$ cat src/rtl/wshb_arb_pkg.sv
// Shared types and constants for the two-master SDRAM Wishbone arbiter.
package wshb_arb_pkg;

    typedef enum logic [1:0] {
        IDLE  = 2'd0,
        GNT0  = 2'd1,
        GNT1  = 2'd2,
        ABORT = 2'd3
    } arb_state_t;

    localparam logic [2:0] CTI_CLASSIC = 3'b000;
    localparam logic [2:0] CTI_INCR    = 3'b010;
    localparam logic [2:0] CTI_EOB     = 3'b111;

endpackage

$ cat src/rtl/wshb_sdram_arbiter_if.sv
// One Wishbone B4 bus segment; master modport is the initiator's view, slave the target's.
interface wshb_sdram_arbiter_if #(
    parameter int unsigned ADR_W = 32,
    parameter int unsigned DAT_W = 32
) ();
    localparam int unsigned SEL_W = DAT_W / 8;

    logic             cyc;
    logic             stb;
    logic             we;
    logic [ADR_W-1:0] adr;
    logic [DAT_W-1:0] dat_ms;
    logic [DAT_W-1:0] dat_sm;
    logic [SEL_W-1:0] sel;
    logic [2:0]       cti;
    logic [1:0]       bte;
    logic             ack;
    logic             err;
    logic             rty;

    modport master (
        output cyc, stb, we, adr, dat_ms, sel, cti, bte,
        input  ack, err, rty, dat_sm
    );

    modport slave (
        input  cyc, stb, we, adr, dat_ms, sel, cti, bte,
        output ack, err, rty, dat_sm
    );
endinterface

$ cat src/rtl/wshb_arb_watchdog.sv
// Stall watchdog: counts enabled cycles, fires so the abort lands on the TIMEOUT-th stalled cycle.
module wshb_arb_watchdog #(
    parameter int unsigned TIMEOUT = 1024
) (
    input  logic sys_clk,
    input  logic sys_rst_n,
    input  logic en,
    input  logic clr,
    output logic expire
);
    localparam int unsigned CW = (TIMEOUT > 2) ? $clog2(TIMEOUT) : 1;

    logic [CW-1:0] cnt_q;

    // Firing one count early lets the registered FSM enter ABORT on the limit cycle.
    assign expire = en && (cnt_q == CW'(TIMEOUT - 2));

    always_ff @(posedge sys_clk or negedge sys_rst_n) begin
        if (!sys_rst_n) begin
            cnt_q <= '0;
        end else if (clr || expire) begin
            cnt_q <= '0;
        end else if (en) begin
            cnt_q <= cnt_q + 1'b1;
        end
    end
endmodule

$ cat src/rtl/wshb_sdram_arbiter.sv
// Two-master Wishbone arbiter for the SDRAM port, per-cycle round-robin or M0 priority.
// Optional WSHB_ARB_STATS_EN adds ack/abort statistics counters.
module wshb_sdram_arbiter
    import wshb_arb_pkg::*;
#(
    parameter int unsigned ADR_W   = 32,
    parameter int unsigned DAT_W   = 32,
    parameter int unsigned PRIO_M0 = 0,
    parameter int unsigned TIMEOUT = 1024
) (
    input  logic                 sys_clk,
    input  logic                 sys_rst_n,
    wshb_sdram_arbiter_if.slave  m0,
    wshb_sdram_arbiter_if.slave  m1,
    wshb_sdram_arbiter_if.master s,
    output logic [1:0]           gnt
`ifdef WSHB_ARB_STATS_EN
    ,
    output logic [31:0]          stat_m0_acks,
    output logic [31:0]          stat_m1_acks,
    output logic [15:0]          stat_aborts
`endif
);
    localparam int unsigned SEL_W = DAT_W / 8;

    arb_state_t       state_q, state_d;
    logic             last_q, last_d;          // 1 = M1 was served last
    logic             abort_m1_q, abort_m1_d;
    logic             wd_en, wd_expire;
    logic             cyc_mux, stb_mux, we_mux;
    logic [ADR_W-1:0] adr_mux;
    logic [DAT_W-1:0] dat_mux;
    logic [SEL_W-1:0] sel_mux;
    logic [2:0]       cti_mux;
    logic [1:0]       bte_mux;
    logic             m0_ack, m0_err, m0_rty, m1_ack, m1_err, m1_rty;

    assign wd_en = (state_q == GNT0 || state_q == GNT1) && stb_mux && !(s.ack || s.err || s.rty);

    wshb_arb_watchdog #(.TIMEOUT(TIMEOUT)) u_watchdog (
        .sys_clk  (sys_clk),
        .sys_rst_n(sys_rst_n),
        .en       (wd_en),
        .clr      (!wd_en),
        .expire   (wd_expire)
    );

    always_ff @(posedge sys_clk or negedge sys_rst_n) begin
        if (!sys_rst_n) begin
            state_q    <= IDLE;
            last_q     <= 1'b1;
            abort_m1_q <= 1'b0;
        end else begin
            state_q    <= state_d;
            last_q     <= last_d;
            abort_m1_q <= abort_m1_d;
        end
    end

    always_comb begin
        state_d    = state_q;
        last_d     = last_q;
        abort_m1_d = abort_m1_q;
        unique case (state_q)
            IDLE: begin
                if (m0.cyc && m1.cyc) begin
                    state_d = (PRIO_M0 != 0 || last_q) ? GNT0 : GNT1;
                end else if (m0.cyc) begin
                    state_d = GNT0;
                end else if (m1.cyc) begin
                    state_d = GNT1;
                end
            end
            GNT0: begin
                if (!m0.cyc || wd_expire) begin
                    state_d    = m0.cyc ? ABORT : IDLE;
                    last_d     = 1'b0;
                    abort_m1_d = 1'b0;
                end
            end
            GNT1: begin
                if (!m1.cyc || wd_expire) begin
                    state_d    = m1.cyc ? ABORT : IDLE;
                    last_d     = 1'b1;
                    abort_m1_d = 1'b1;
                end
            end
            ABORT:   state_d = IDLE;
            default: state_d = IDLE;
        endcase
    end

    always_comb begin
        gnt     = 2'b00;
        cyc_mux = 1'b0;
        stb_mux = 1'b0;
        we_mux  = 1'b0;
        adr_mux = '0;
        dat_mux = '0;
        sel_mux = '0;
        cti_mux = '0;
        bte_mux = '0;
        m0_ack  = 1'b0;
        m0_err  = 1'b0;
        m0_rty  = 1'b0;
        m1_ack  = 1'b0;
        m1_err  = 1'b0;
        m1_rty  = 1'b0;
        unique case (state_q)
            GNT0: begin
                gnt     = 2'b01;
                cyc_mux = m0.cyc;
                stb_mux = m0.cyc && m0.stb;
                we_mux  = m0.we;
                adr_mux = m0.adr;
                dat_mux = m0.dat_ms;
                sel_mux = m0.sel;
                cti_mux = m0.cti;
                bte_mux = m0.bte;
                m0_ack  = s.ack;
                m0_err  = s.err;
                m0_rty  = s.rty;
            end
            GNT1: begin
                gnt     = 2'b10;
                cyc_mux = m1.cyc;
                stb_mux = m1.cyc && m1.stb;
                we_mux  = m1.we;
                adr_mux = m1.adr;
                dat_mux = m1.dat_ms;
                sel_mux = m1.sel;
                cti_mux = m1.cti;
                bte_mux = m1.bte;
                m1_ack  = s.ack;
                m1_err  = s.err;
                m1_rty  = s.rty;
            end
            ABORT: begin
                m0_err = !abort_m1_q;
                m1_err = abort_m1_q;
            end
            default: ;
        endcase
    end

    assign s.cyc     = cyc_mux;
    assign s.stb     = stb_mux;
    assign s.we      = we_mux;
    assign s.adr     = adr_mux;
    assign s.dat_ms  = dat_mux;
    assign s.sel     = sel_mux;
    assign s.cti     = cti_mux;
    assign s.bte     = bte_mux;
    assign m0.ack    = m0_ack;
    assign m0.err    = m0_err;
    assign m0.rty    = m0_rty;
    assign m0.dat_sm = s.dat_sm;
    assign m1.ack    = m1_ack;
    assign m1.err    = m1_err;
    assign m1.rty    = m1_rty;
    assign m1.dat_sm = s.dat_sm;

`ifdef WSHB_ARB_STATS_EN
    always_ff @(posedge sys_clk or negedge sys_rst_n) begin
        if (!sys_rst_n) begin
            stat_m0_acks <= '0;
            stat_m1_acks <= '0;
            stat_aborts  <= '0;
        end else begin
            if (m0_ack) stat_m0_acks <= stat_m0_acks + 32'd1;
            if (m1_ack) stat_m1_acks <= stat_m1_acks + 32'd1;
            if (state_q == ABORT && stat_aborts != 16'hFFFF) stat_aborts <= stat_aborts + 16'd1;
        end
    end
`endif
endmodule

$ cat src/flat_wrapper.sv
// flat-port wrapper written by rule: the top's interface ports become plain ports
module wshb_sdram_arbiter_flat import wshb_arb_pkg::*;
#(
    parameter int unsigned ADR_W   = 32,
    parameter int unsigned DAT_W   = 32,
    parameter int unsigned PRIO_M0 = 0,
    parameter int unsigned TIMEOUT = 1024
)
  (sys_clk, sys_rst_n, gnt, m0_cyc, m0_stb, m0_we, m0_adr, m0_dat_ms, m0_sel, m0_cti, m0_bte, m0_ack, m0_err, m0_rty, m0_dat_sm, m1_cyc, m1_stb, m1_we, m1_adr, m1_dat_ms, m1_sel, m1_cti, m1_bte, m1_ack, m1_err, m1_rty, m1_dat_sm, s_cyc, s_stb, s_we, s_adr, s_dat_ms, s_sel, s_cti, s_bte, s_ack, s_err, s_rty, s_dat_sm);
  wshb_sdram_arbiter_if #(.ADR_W(ADR_W), .DAT_W(DAT_W)) m0_i ();
  wshb_sdram_arbiter_if #(.ADR_W(ADR_W), .DAT_W(DAT_W)) m1_i ();
  wshb_sdram_arbiter_if #(.ADR_W(ADR_W), .DAT_W(DAT_W)) s_i ();
  input  logic sys_clk;
  input  logic sys_rst_n;
  output logic [1:0] gnt;
  input wire logic [$bits(m0_i.cyc)-1:0] m0_cyc;
  input wire logic [$bits(m0_i.stb)-1:0] m0_stb;
  input wire logic [$bits(m0_i.we)-1:0] m0_we;
  input wire logic [$bits(m0_i.adr)-1:0] m0_adr;
  input wire logic [$bits(m0_i.dat_ms)-1:0] m0_dat_ms;
  input wire logic [$bits(m0_i.sel)-1:0] m0_sel;
  input wire logic [$bits(m0_i.cti)-1:0] m0_cti;
  input wire logic [$bits(m0_i.bte)-1:0] m0_bte;
  output wire logic [$bits(m0_i.ack)-1:0] m0_ack;
  output wire logic [$bits(m0_i.err)-1:0] m0_err;
  output wire logic [$bits(m0_i.rty)-1:0] m0_rty;
  output wire logic [$bits(m0_i.dat_sm)-1:0] m0_dat_sm;
  input wire logic [$bits(m1_i.cyc)-1:0] m1_cyc;
  input wire logic [$bits(m1_i.stb)-1:0] m1_stb;
  input wire logic [$bits(m1_i.we)-1:0] m1_we;
  input wire logic [$bits(m1_i.adr)-1:0] m1_adr;
  input wire logic [$bits(m1_i.dat_ms)-1:0] m1_dat_ms;
  input wire logic [$bits(m1_i.sel)-1:0] m1_sel;
  input wire logic [$bits(m1_i.cti)-1:0] m1_cti;
  input wire logic [$bits(m1_i.bte)-1:0] m1_bte;
  output wire logic [$bits(m1_i.ack)-1:0] m1_ack;
  output wire logic [$bits(m1_i.err)-1:0] m1_err;
  output wire logic [$bits(m1_i.rty)-1:0] m1_rty;
  output wire logic [$bits(m1_i.dat_sm)-1:0] m1_dat_sm;
  output wire logic [$bits(s_i.cyc)-1:0] s_cyc;
  output wire logic [$bits(s_i.stb)-1:0] s_stb;
  output wire logic [$bits(s_i.we)-1:0] s_we;
  output wire logic [$bits(s_i.adr)-1:0] s_adr;
  output wire logic [$bits(s_i.dat_ms)-1:0] s_dat_ms;
  output wire logic [$bits(s_i.sel)-1:0] s_sel;
  output wire logic [$bits(s_i.cti)-1:0] s_cti;
  output wire logic [$bits(s_i.bte)-1:0] s_bte;
  input wire logic [$bits(s_i.ack)-1:0] s_ack;
  input wire logic [$bits(s_i.err)-1:0] s_err;
  input wire logic [$bits(s_i.rty)-1:0] s_rty;
  input wire logic [$bits(s_i.dat_sm)-1:0] s_dat_sm;
  assign m0_i.cyc = m0_cyc;
  assign m0_i.stb = m0_stb;
  assign m0_i.we = m0_we;
  assign m0_i.adr = m0_adr;
  assign m0_i.dat_ms = m0_dat_ms;
  assign m0_i.sel = m0_sel;
  assign m0_i.cti = m0_cti;
  assign m0_i.bte = m0_bte;
  assign m0_ack = m0_i.ack;
  assign m0_err = m0_i.err;
  assign m0_rty = m0_i.rty;
  assign m0_dat_sm = m0_i.dat_sm;
  assign m1_i.cyc = m1_cyc;
  assign m1_i.stb = m1_stb;
  assign m1_i.we = m1_we;
  assign m1_i.adr = m1_adr;
  assign m1_i.dat_ms = m1_dat_ms;
  assign m1_i.sel = m1_sel;
  assign m1_i.cti = m1_cti;
  assign m1_i.bte = m1_bte;
  assign m1_ack = m1_i.ack;
  assign m1_err = m1_i.err;
  assign m1_rty = m1_i.rty;
  assign m1_dat_sm = m1_i.dat_sm;
  assign s_cyc = s_i.cyc;
  assign s_stb = s_i.stb;
  assign s_we = s_i.we;
  assign s_adr = s_i.adr;
  assign s_dat_ms = s_i.dat_ms;
  assign s_sel = s_i.sel;
  assign s_cti = s_i.cti;
  assign s_bte = s_i.bte;
  assign s_i.ack = s_ack;
  assign s_i.err = s_err;
  assign s_i.rty = s_rty;
  assign s_i.dat_sm = s_dat_sm;
  wshb_sdram_arbiter #(.ADR_W(ADR_W), .DAT_W(DAT_W), .PRIO_M0(PRIO_M0), .TIMEOUT(TIMEOUT)) u_core (.sys_clk(sys_clk), .sys_rst_n(sys_rst_n), .m0(m0_i), .m1(m1_i), .s(s_i), .gnt(gnt));
endmodule
$ cat config.mk
export PLATFORM = sky130hd
export DESIGN_NAME = wshb_sdram_arbiter_flat
export DESIGN_NICKNAME = d
export VERILOG_FILES = /design/src/rtl/wshb_arb_pkg.sv /design/src/rtl/wshb_sdram_arbiter_if.sv /design/src/rtl/wshb_arb_watchdog.sv /design/src/rtl/wshb_sdram_arbiter.sv /design/src/flat_wrapper.sv
export SDC_FILE = /design/constraint.sdc
export NUM_CORES = 1
export LEC_CHECK = 0
export CAP_MARGIN = 40
export CORE_AREA = 3 3 131 133
export CTS_CLUSTER_SIZE = 30
export DETAILED_ROUTE_END_ITERATION = 7
export DIE_AREA = 0 0 134 136
export DONT_BUFFER_PORTS = 1
export SYNTH_ARGS = -nofsm -noshare
export SYNTH_HDL_FRONTEND = slang
export SYNTH_SLANG_ARGS = --single-unit
$ cat constraint.sdc
create_clock -name sys_clk -period 2.15 [get_ports sys_clk]
set_clock_uncertainty 0.1 [all_clocks]
set_input_delay 0.43 -clock sys_clk [delete_from_list [all_inputs] [get_ports sys_clk]]
set_output_delay 0.43 -clock sys_clk [all_outputs]
set_load 0.01 [all_outputs]
-- Word-level counts from Yosys, hierarchy flattened
Cells that the tools add are included.
- register bits after elaboration: 14
- input bits: 189
- output and inout bits: 148
- word-level logic and storage cells: 63
- add/sub/neg operators: 1
- eq/ne operators: 7
- multiplexer cells: 29
- reductions and logical operators: 22
- operators with widths (operator ; number):
    32-bit one-hot mux with 2 select lines ; 2
    10-bit 2-to-1 mux ; 2
    2-bit 2-to-1 mux ; 8
    1-bit one-hot mux with 2 select lines ; 6
    10-bit by 1-bit adder with 10-bit output, second input constant ; 1
    10-bit == test, second input constant ; 1
    2-bit one-hot mux with 2 select lines ; 2
    2-bit one-hot mux with 4 select lines ; 1
    4-bit one-hot mux with 2 select lines ; 1
    1-bit logical AND ; 6
    1-bit logical OR ; 6
    1-bit 2-to-1 mux ; 6
    3-bit one-hot mux with 2 select lines ; 1
    3-bit AND reduction ; 2
    1-bit zero test ; 5
    2-bit == test, second input constant ; 2
    2-bit inequality test, second input constant ; 2
    4-bit by 3-bit inequality test with 1-bit output, second input constant ; 1
    2-bit nonzero test ; 2
    2-bit by 1-bit == test with 1-bit output, second input constant ; 1
    2-bit zero test ; 1

-- Logic depth before layout (Yosys ltp)
- word-level depth: 8
- mapped depth: 8
- depth with buffers taken out: 6

-- Hierarchy
From an unflattened synthesis, not the netlist that was laid out.
- cells, all modules: 343
- area, all modules: 2610.0 µm²
- modules (own cells, without submodules) (module ; times used ; cells an instance ; area an instance (µm²)):
    wshb_sdram_arbiter ; 1 ; 279 ; 2014.4
    wshb_arb_watchdog ; 1 ; 64 ; 595.6

-- Worst setup path before layout
No wires, ideal clock.
- kind: reg-to-output
- from: register u_core.state_q[0]
- to: output port s_bte[0]
- arrival time: 1599 ps
- slack: 21 ps
- cell stages (with the launch flop): 7
- path buffers: 2
- cells stage by stage: dfrtp_1 inv_1 ha_1 clkbuf_1 clkbuf_1 a22oi_1 nor2b_1
- word-level cells in the longest chain between the ends: 2
- elaborated cells on any way between the ends: 3
- RTL lines (item ; RTL line ; source):
    start, declared ; wshb_sdram_arbiter.sv:26 ; arb_state_t state_q, state_d;
    start signal, assigned ; wshb_sdram_arbiter.sv:54 ; state_q <= state_d;
    2-bit == test or 2-bit by 1-bit == test with 1-bit output (tied branches) ; wshb_sdram_arbiter.sv:109 ; unique case (state_q)
    2-bit one-hot mux with 2 select lines (*) ; wshb_sdram_arbiter.sv:109 ;
    end, declared ; flat_wrapper.sv:47 ; output wire logic [$bits(s_i.bte)-1:0] s_bte;
Mark *: on every way between the ends. The rest lies on a longest branch, timed or not.

-- Worst setup path after layout
- from: register u_core.state_q[0]
- to: output port s_adr[18]
- word-level cells in the longest chain between the ends: 2
- elaborated cells on any way between the ends: 3
- RTL lines (item ; RTL line ; source):
    2-bit == test or 2-bit by 1-bit == test with 1-bit output (tied branches) ; wshb_sdram_arbiter.sv:109 ;
    32-bit one-hot mux with 2 select lines (*) ; wshb_sdram_arbiter.sv:109 ;
    end, declared ; flat_wrapper.sv:43 ; output wire logic [$bits(s_i.adr)-1:0] s_adr;
Marks and branches as above.

==> flow_metrics.tcl <==
set metrics [dict create \
    grt_remaining_overflow 0 \
    worstSetupEndpointType "output port" \
    ys_seq_area_share_pct 13.9 \
    grt_pass1_wl_um 11300 \
    synth.avg_cell_area_um2 7.66 \
    grt_usage_pct 7.93 \
    netlist_area_mm2 0.00253 \
    syn_inst 330 \
    cts_root_buf "clkbuf_16" \
    yosysWarnings 0 \
    worstSetupEndpoint "s_adr[18]" \
    clk_pin_slew_ps 40 \
    place_hpwl_um 7130 \
    hp-class "in2reg" \
    critical_path_arrival_ps 1620 \
    peakVddDrop_v 0.000433 \
    max_clock_freq_mhz 465 \
    crit_top_cell "buf_4" \
    wl_per_cell_um 19.9 \
    crit_path_start_kind "flip-flop" \
    cts_tree "built" \
    worst_setup_path_startpoint "u_core.state_q[0]$_DFFE_PN0P_" \
    antenna_left 0 \
    io_pins 337 \
    fin_ws_ps -0.225 \
    violations "negative setup slack" \
    worstMarginPinSlew_ps 622 \
    path_max_fanout 37 \
    via_per_inst 4.55 \
    synthArstFlopShare_pct 100 \
    insertion_delay_ps 240 \
    gp_congestion 0.743 \
    die-area_mm2 0.0182 \
    critical_path_class "reg2out" \
    fillers 1755 \
    maxCapViolations 0 \
    finalHoldViolCount 0 \
    htree_levels 1 \
    rr_worst_depth 8 \
    io_buffers 0 \
    finalWirelength_um 9700 \
    rsz0062_at_grt "yes" \
    worstReg2RegStart "u_core.state_q[0]$_DFFE_PN0P_" \
    synth_flop_cell "dfrtp_1" \
    slowest_delay_ps 350 \
    setup_tns_ps -0.225 \
    fp.dieW_um 134 \
    fin_crit_sh_pct 100 \
    vias 2222 \
    area_delta_synth_final_pct 13.2 \
    r2r_end "u_core.last_q$_DFFE_PN1P_" \
    power_mw 4.25 \
    dr.pass1.iters 5 \
    synth_edf_count 0 \
    cts_buffer_depth 2 \
    synth-seq-cells 14 \
    drive_above_1_share_pct 39.5 \
    whs_ps 355 \
    die_h_um 136 \
    cts.sinks 14 \
    start_util_pct 15.9 \
    antenna_found_initial 1 \
    final_nets 470 \
    max_slew_margin_pct 58.4 \
    fin_crit_ps 2150 \
    grt_pass1_vias 1937 \
    crit_required_ps 1620 \
    p_per_area_mw_per_mm2 1480 \
    core_area_mm2 0.0159 \
    rrSetupSlack_ps 30 \
    drtIter0Drc 92 \
    slew_violations 0 \
    rows 46 \
    status "finished, violations left" \
    syn_nets 528 \
    ys_types 35 \
    grt_max_degree 43 \
    cts_buffers 3 \
    setup_viol 1 \
    path_cells "inv_2, buf_4, ha_4, buf_8, nor2b_1, buf_4" \
    route.detailed.drc 0 \
    critPathSlowestCell "dfrtp_1" \
    p_leak_nw 0.901 \
]
state kept, by name (all words and copies together) (netlist names):
signal,cells
u_core.u_watchdog.cnt_q,10
u_core.abort_m1_q,1
u_core.last_q,1
u_core.state_q,2
layer usage:
layer / part of all wire (%) / GRT usage, % / up-vias
met5: 0 / 0 / -
met4: 3.8 / 4.23 / 0
met3: 11 / 2.81 / 29
met2: 48 / 12.9 / 170
met1: 37 / 9.12 / 1039
li1: - / - / 984
Yosys cell counts, types with 2 or more instances:
library cell	count	area (um2)
a211oi_1	3	22.5
a22oi_1	76	571
and2_1	5	31.3
buf_4	65	488
clkbuf_1	25	93.8
dfrtp_1	13	325
ha_1	9	113
inv_1	4	15.0
nand2_1	5	18.8
nand3_1	3	15.0
nand4_1	3	18.8
nand4_2	2	25.0
nor2_1	12	45.0
nor2b_1	76	475
nor3b_1	3	22.5
xnor2_1	5	43.8
xor2_1	3	26.3
logic make-up (layout without fill, tap and decap cells):
| family | Yosys count | after routing | share of synthesized area [%] |
|---|---|---|---|
| and+or+nand+nor | 117 | 117 | 28.4 |
| buffers and inverters | 95 | 36 | 23.8 |
| AOI/OAI and AO/OA | 87 | 87 | 26.7 |
| DFF | 14 | 14 | 13.9 |
| adders and majority gates | 9 | 9 | 4.45 |
| xor gates and xnor gates | 8 | 8 | 2.77 |
| other | 0 | 1 | 0 |
through the flow:
| stage | instances | utilization (%) | setup WS (ps) | area, um2 |
|---|---|---|---|---|
| 6_report | 488 | 17.9 | -0.225 | 2860 |
| 5_1_grt | 488 | 17.9 | -72.5 | 2860 |
| 4_1_cts | 478 | 15.9 | -18.1 | 2530 |
| 3_5_place_dp | 473 | 15.1 | 31.5 | 2400 |
| 3_3_place_gp | 473 | 15.1 | 93.4 | 2400 |
| 2_1_floorplan | 330 | - | 21.4 | 2530 |
how the worst min path moves through the flow:
| stage | start | end | slack, ps | cells past startpoint |
|---|---|---|---|---|
| floorplan | sys_rst_n | u_core.abort_m1_q$_DFFE_PN0P_ | 30 | 0 |
| global placement | sys_rst_n | u_core.u_watchdog.cnt_q[6]$_DFFE_PN0P_ | 30 | 0 |
| detailed placement | sys_rst_n | u_core.u_watchdog.cnt_q[6]$_DFFE_PN0P_ | 30 | 0 |
| CTS | m0_cyc | u_core.last_q$_DFFE_PN1P_ | 360 | 2 |
| global route | m0_cyc | u_core.last_q$_DFFE_PN1P_ | 350 | 2 |
| finish | m0_cyc | u_core.last_q$_DFFE_PN1P_ | 350 | 2 |
layout make-up:
type	count	area, um2	area share (%)
sequential	14	352	12.3
multi-input combinational	221	1790	62.5
clock buffer	4	78.8	2.75
timing repair buffer	28	355	12.4
inverter	4	15.0	0.525
antenna	1	2.50	0.0875
tap	216	270	9.44
cells in the final DEF (no fill, tap or decap), types with 2 or more instances in the layout:
cell and count:
a211oi_1 3, a22oi_2 4, nand4_1 3, nand3_1 3, buf_4 15, ha_1 6, xor2_1 3, and2_1 5
a22oi_1 72, nand4_2 2, nor2b_1 14, dfrtp_1 13, buf_12 6, inv_1 2, nor2_1 12, nor3b_1 3
ha_4 3, nand2_1 5, xnor2_1 5, buf_6 2, inv_2 2, nor2b_2 62, clkbuf_16 6
repair_timing:
item	in CTS	in global routing
gates resized for setup	11	66
hold buffers	1	0
buffers inserted	0	5
endpoints found under the hold margin	14	0
pin swaps	2	3
endpoints found under the setup margin	75	89
gates cloned	0	4
power breakdown:
| part | internal [mW] | total (mW) | switching, mW |
|---|---|---|---|
| logic | 1.68 | 3.56 | 1.88 |
| registers | 0.309 | 0.339 | 0.0302 |
| clock network | 0.250 | 0.350 | 0.0999 |
worst max-delay path: cells and delay by family, from the launching register on:
kind / cells / cell delay (ps)
flops: 1 / 350
buf+inv: 4 / 530
simple gates: 1 / 170
fa+ha+maj: 1 / 300
(Power assumes the default switching activity.)
